`config.mk`:
```
export PLATFORM = sky130hd
export DESIGN_NAME = mem_port_arbiter
export DESIGN_NICKNAME = d
export VERILOG_FILES = /design/src/rtl/mem_port_arbiter.sv
export SDC_FILE = /design/constraint.sdc
export NUM_CORES = 1
export LEC_CHECK = 0
export BUFFER_PORTS_ARGS = -buffer_cell sky130_fd_sc_hd__clkbuf_2
export CAP_MARGIN = 10
export CELL_PAD_IN_SITES_DETAIL_PLACEMENT = 1
export CELL_PAD_IN_SITES_GLOBAL_PLACEMENT = 2
export CORE_MARGIN = 3
export CORE_UTILIZATION = 33
export CTS_BUF_LIST = sky130_fd_sc_hd__clkbuf_4
export CTS_CLUSTER_DIAMETER = 150
export CTS_CLUSTER_SIZE = 40
export DETAILED_ROUTE_END_ITERATION = 10
export PLACE_DENSITY = 0.95
export SYNTH_ARGS = -nofsm -noshare
export SYNTH_HDL_FRONTEND = slang
export SYNTH_SLANG_ARGS = --single-unit
```
`constraint.sdc`:
```
create_clock -name clk -period 10.8 [get_ports clk]
set_clock_uncertainty 0.15 [all_clocks]
set_input_delay 2.16 -clock clk [delete_from_list [all_inputs] [get_ports clk]]
set_output_delay 2.16 -clock clk [all_outputs]
set_load 0.03 [all_outputs]
```
`src/rtl/mem_port_arbiter.sv`:
```
// Shares one single-outstanding memory port between a read-only fetch requester and a
// read/write data requester, with round-robin arbitration and a read-response timeout.
module mem_port_arbiter #(
    parameter int ADDR_W      = 32,
    parameter int TIMEOUT_CYC = 16
) (
    input  logic              clk,
    input  logic              rst,
    input  logic              i_req,
    input  logic [ADDR_W-1:0] i_addr,
    output logic              i_done,
    output logic [31:0]       i_rdata,
    output logic              i_err,
    input  logic              d_req,
    input  logic              d_we,
    input  logic [ADDR_W-1:0] d_addr,
    input  logic [31:0]       d_wdata,
    output logic              d_done,
    output logic [31:0]       d_rdata,
    output logic              d_err,
    output logic              RRdy,
    output logic [ADDR_W-1:0] RAddr,
    output logic [31:0]       RWData,
    output logic              RWEn,
    input  logic              RVld,
    input  logic [31:0]       RData,
    output logic [2:0]        o_dbg_state
);

    // Handshake: a requester raises req with stable addr/data and holds it until its
    // done pulse; done, rdata and err are valid together for that single cycle.

    typedef enum logic [2:0] {
        ST_IDLE     = 3'd0,
        ST_RD_ISSUE = 3'd1,
        ST_RD_WAIT  = 3'd2,
        ST_WR       = 3'd3,
        ST_RESP     = 3'd4
    } state_t;

    localparam int CNT_W = $clog2(TIMEOUT_CYC + 1);
    localparam logic OWN_I = 1'b0;
    localparam logic OWN_D = 1'b1;

    state_t              r_state, w_state;
    logic                r_owner, w_owner;
    logic                r_last_owner, w_last_owner;
    logic [CNT_W-1:0]    r_cnt, w_cnt;
    logic [ADDR_W-1:0]   r_raddr, w_raddr;
    logic [31:0]         r_rwdata, w_rwdata;
    logic                r_rrdy, w_rrdy;
    logic                r_rwen, w_rwen;
    logic                r_i_done, w_i_done;
    logic                r_d_done, w_d_done;
    logic [31:0]         r_i_rdata, w_i_rdata;
    logic [31:0]         r_d_rdata, w_d_rdata;
    logic                r_i_err, w_i_err;
    logic                r_d_err, w_d_err;
    logic                w_grant_d;
    logic                w_load;
    logic [31:0]         w_load_data;
    logic                w_load_err;

    always_comb begin
        w_state      = r_state;
        w_owner      = r_owner;
        w_last_owner = r_last_owner;
        w_cnt        = r_cnt;
        w_raddr      = r_raddr;
        w_rwdata     = r_rwdata;
        w_i_rdata    = r_i_rdata;
        w_d_rdata    = r_d_rdata;
        w_i_err      = r_i_err;
        w_d_err      = r_d_err;
        w_grant_d    = 1'b0;
        w_load       = 1'b0;
        w_load_data  = 32'd0;
        w_load_err   = 1'b0;

        case (r_state)
            ST_IDLE: begin
                if (i_req || d_req) begin
                    // On a tie, serve the port that was not served last.
                    w_grant_d    = d_req && (!i_req || (r_last_owner == OWN_I));
                    w_owner      = w_grant_d;
                    w_last_owner = w_grant_d;
                    if (w_grant_d) begin
                        w_raddr  = d_addr;
                        w_rwdata = d_wdata;
                        w_state  = d_we ? ST_WR : ST_RD_ISSUE;
                    end else begin
                        w_raddr  = i_addr;
                        w_state  = ST_RD_ISSUE;
                    end
                end
            end
            ST_RD_ISSUE: begin
                w_state = ST_RD_WAIT;
                w_cnt   = CNT_W'(1);
            end
            ST_RD_WAIT: begin
                if (RVld) begin
                    w_load      = 1'b1;
                    w_load_data = RData;
                    w_state     = ST_RESP;
                end else if (r_cnt == CNT_W'(TIMEOUT_CYC)) begin
                    w_load     = 1'b1;
                    w_load_err = 1'b1;
                    w_state    = ST_RESP;
                end else begin
                    w_cnt = r_cnt + CNT_W'(1);
                end
            end
            ST_WR: begin
                w_load  = 1'b1;
                w_state = ST_RESP;
            end
            ST_RESP: begin
                w_state = ST_IDLE;
                w_cnt   = '0;
            end
            default: begin
                w_state = ST_IDLE;
                w_cnt   = '0;
            end
        endcase

        if (w_load) begin
            if (r_owner == OWN_D) begin
                w_d_rdata = w_load_data;
                w_d_err   = w_load_err;
            end else begin
                w_i_rdata = w_load_data;
                w_i_err   = w_load_err;
            end
        end

        // Strobes and done are decoded from the next state so they appear as registers.
        w_rrdy   = (w_state == ST_RD_ISSUE);
        w_rwen   = (w_state == ST_WR);
        w_i_done = (w_state == ST_RESP) && (r_owner == OWN_I);
        w_d_done = (w_state == ST_RESP) && (r_owner == OWN_D);
    end

    always_ff @(posedge clk or posedge rst) begin
        if (rst) begin
            r_state      <= ST_IDLE;
            r_owner      <= OWN_I;
            r_last_owner <= OWN_D;
            r_cnt        <= '0;
            r_raddr      <= '0;
            r_rwdata     <= '0;
            r_rrdy       <= 1'b0;
            r_rwen       <= 1'b0;
            r_i_done     <= 1'b0;
            r_d_done     <= 1'b0;
            r_i_rdata    <= '0;
            r_d_rdata    <= '0;
            r_i_err      <= 1'b0;
            r_d_err      <= 1'b0;
        end else begin
            r_state      <= w_state;
            r_owner      <= w_owner;
            r_last_owner <= w_last_owner;
            r_cnt        <= w_cnt;
            r_raddr      <= w_raddr;
            r_rwdata     <= w_rwdata;
            r_rrdy       <= w_rrdy;
            r_rwen       <= w_rwen;
            r_i_done     <= w_i_done;
            r_d_done     <= w_d_done;
            r_i_rdata    <= w_i_rdata;
            r_d_rdata    <= w_d_rdata;
            r_i_err      <= w_i_err;
            r_d_err      <= w_d_err;
        end
    end

    assign i_done      = r_i_done;
    assign i_rdata     = r_i_rdata;
    assign i_err       = r_i_err;
    assign d_done      = r_d_done;
    assign d_rdata     = r_d_rdata;
    assign d_err       = r_d_err;
    assign RRdy        = r_rrdy;
    assign RWEn        = r_rwen;
    assign RAddr       = r_raddr;
    assign RWData      = r_rwdata;
    assign o_dbg_state = r_state;

endmodule
```
==> impl_metrics.yaml <==
outcome:
  status: "finished clean"
pwr:
  switching_share: 0.4599
  p_leak_uw: 0.003950
  pwr-share-seq: 0.371
  ir_drop_v: 0.0001969
  p_sw_uw: 1163
  p_comb_frac: 0.493
  p_int_uw: 1366
  power-per-cell-area_mw_per_mm2: 326.3
  p_clk_frac: 0.136
placement:
  dp_slack_ns: 6.640
  portBuffers: 270
  dp.final_hpwl_um: 12170
  place.gp.congestion: 0.7786
sta:
  max_freq_mhz: 255.6
  fin_crit_sh: 0.3622
  tightest_slew_ns: 1.071
  setup_viol: 0
  fin_ws_ns: 6.888
  hold_viol: 0
  maxSlewViolCount: 0
  relSlewSlack: 0.2861
  finalCriticalPeriod_ns: 3.912
  fin_tns_setup_ns: 0
  rsz0062_at_grt: "false"
clocking:
  cts_made_buffers: 17
  cts_root_buf: "clkbuf_4"
  htreeDepth: 4
  ctsResizeCount: 0
  cts_tree: "built"
  holdBufCountCts: 0
  cts.sinks: 144
  clock_latency_ns: 0.51
  postCtsSetupRepairBufs: 0
  path_clk_slew_ns: 0.14
  max-clock-path-buffers: 2
drt:
  drtIter0Drc: 163
  ant_nets: 0
  vias_per_cell: 4.930
  drc: 0
  drt_first_pass_iters: 4
  wl_um: 16650
  via_count: 4447
  wire_per_inst_um: 18.46
global_routing:
  top_usage_layer: "met2"
  overflow: 0
  grt_pass1_vias: 5170
  use_met1: 0.1939
  grt_pass1_wl_um: 26900
  antenna_found_initial: 0
  grt_use_met3: 0.05088
  met2_usage: 0.2971
  grt_max_degree: 88
  grt_usage: 0.1688
critical_path:
  path_max_fanout: 18
  path_buf_inv: 1
  cp.arrival_ns: 1.60
  crit_path_end_kind: "primary output"
  crit_type: "reg2out"
  start_kind: "register"
  max_stage_delay_ns: 0.76
  slowest_stage: "dfrtp_1"
  critical_path.cell_chain: "clkbuf_2"
  cp.required_ns: 8.49
  crit_family: "flip-flops"
floorplanning:
  num_rows: 48
  core_mm2: 0.01754
  start_util: 0.3420
  die_w_um: 140.8
  dieArea_mm2: 0.01983
  die_height_um: 140.8
  io_pins: 271
yosys:
  ys_ff_latch: 144
  synth_cells: 399
  yosysTopAreaCell: "dfrtp_1"
  async_flop_share: 1.000
  ys.flop_type: "dfrtp_1"
  synth_edf_count: 0
  synth.top_cell.area_share: 0.5967
  ys_seq_area_frac: 0.6011
  synth_cell_types: 43
  synth.cell_area_mm2: 0.005997
  avgSynthCellArea_um2: 15.03
  ys_warn_count: 0
  ys_top_cells_by_area: "dfrtp_1 (60%), mux2_2 (14%), a22o_1 (9.3%)"
  syn-num-nets: 535
final_layout:
  drive_gt1_frac: 0.6115
  n_antenna_cell: 0
  nets: 800
  final_common_cell: "clkbuf_2"
  nFillCells: 1937
  final_cell_mix: "clkbuf_2 (270), dfrtp_1 (143), mux2_2 (76)"
  area_delta_synth_final_pct: 29.25
job:
  drv_cap: 0
hold_path:
  min_path_type: "reg2reg"
[state kept, by name, indices dropped and copies added (netlist names)]
register,count
i_rdata,32
d_rdata,32
RRdy,1
d_done,1
d_err,1
i_err,1
r_last_owner,1
r_cnt,5
i_done,1
RWData,32
RAddr,32
r_owner,1
RWEn,1
o_dbg_state,3
[per-layer routing]
metal / routed length, µm / part of all wire
met3: 1171 / 0.070
met1: 6694 / 0.40
met2: 8483 / 0.51
met4: 298 / 0.018
met5: 0 / 0
[power groups by stage]
stage	registers [µW]	logic (µW)	clock network (µW)
6_report	937	1250	345
5_1_grt	971	1320	387
4_1_cts	939	1270	367
3_5_place_dp	945	1260	0
3_3_place_gp	932	1230	0
2_1_floorplan	1350	496	0
[synth_stat cells (all sizes together) (3+ instances only)]
cell,n
a22o,64
a21oi,6
inv,12
clkbuf,3
nor2,4
mux2,96
o21ai,4
a31oi,3
buf,26
dfrtp,143
[kinds of logic (layout without fill, tap and decap cells)]
family                     count (synthesis)  count (layout)  share of synthesized area
AOI/OAI and AO/OA                         92              92                     0.1281
buffers and inverters                     41             319                    0.04360
and+or+nand+nor                           24              24                    0.03025
DFF                                      144             144                     0.6011
adders and majority gates                  2               2                   0.004172
muxes                                     96              96                     0.1928
[worst register-to-register path: stages (launching register included)]
cell and delay [ns]:
dfrtp_1 0.62, nor3_4 0.31, o21a_2 0.89, mux2_2 0.44
[worst paths after layout]
path,from,end,slack (ns),cells after the start
min in group asynchronous,rst,i_rdata[10],1.60,2
setup reg to reg,o_dbg_state[0],RAddr[25],8.28,3
hold reg to reg,RWData[27],RWData[27],0.37,1
setup / recovery,o_dbg_state[0],o_dbg_state[0],6.89,1
max in group asynchronous,rst,r_cnt[3],7.62,3
hold / removal,RWData[27],RWData[27],0.37,1
[stage by stage]
stage | instance area (µm²) | hold slack (ns) | utilization | cells | total power, µW
3_5_place_dp | 7468 | 0.3424 | 0.4259 | 870 | 2210
5_1_grt | 7751 | 0.3901 | 0.4420 | 902 | 2683
2_1_floorplan | 5997 | 0.3096 | - | 399 | 1841
6_report | 7751 | 0.3714 | 0.4420 | 902 | 2529
3_3_place_gp | 7468 | 0.3374 | 0.4259 | 870 | 2160
4_1_cts | 7751 | 0.3749 | 0.4420 | 902 | 2572
[layout make-up]
class                           count  area [µm²]  share of cell area
Sequential cell                   144        3605              0.4651
Multi-Input combinational cell    214        2143              0.2765
Timing Repair Buffer              275        1389              0.1792
Tap cell                          225       281.5             0.03632
Clock inverter                     14       147.6             0.01905
Clock buffer                       18       135.1             0.01743
Inverter                           12       50.05            0.006457
(Power assumes the default switching activity.)
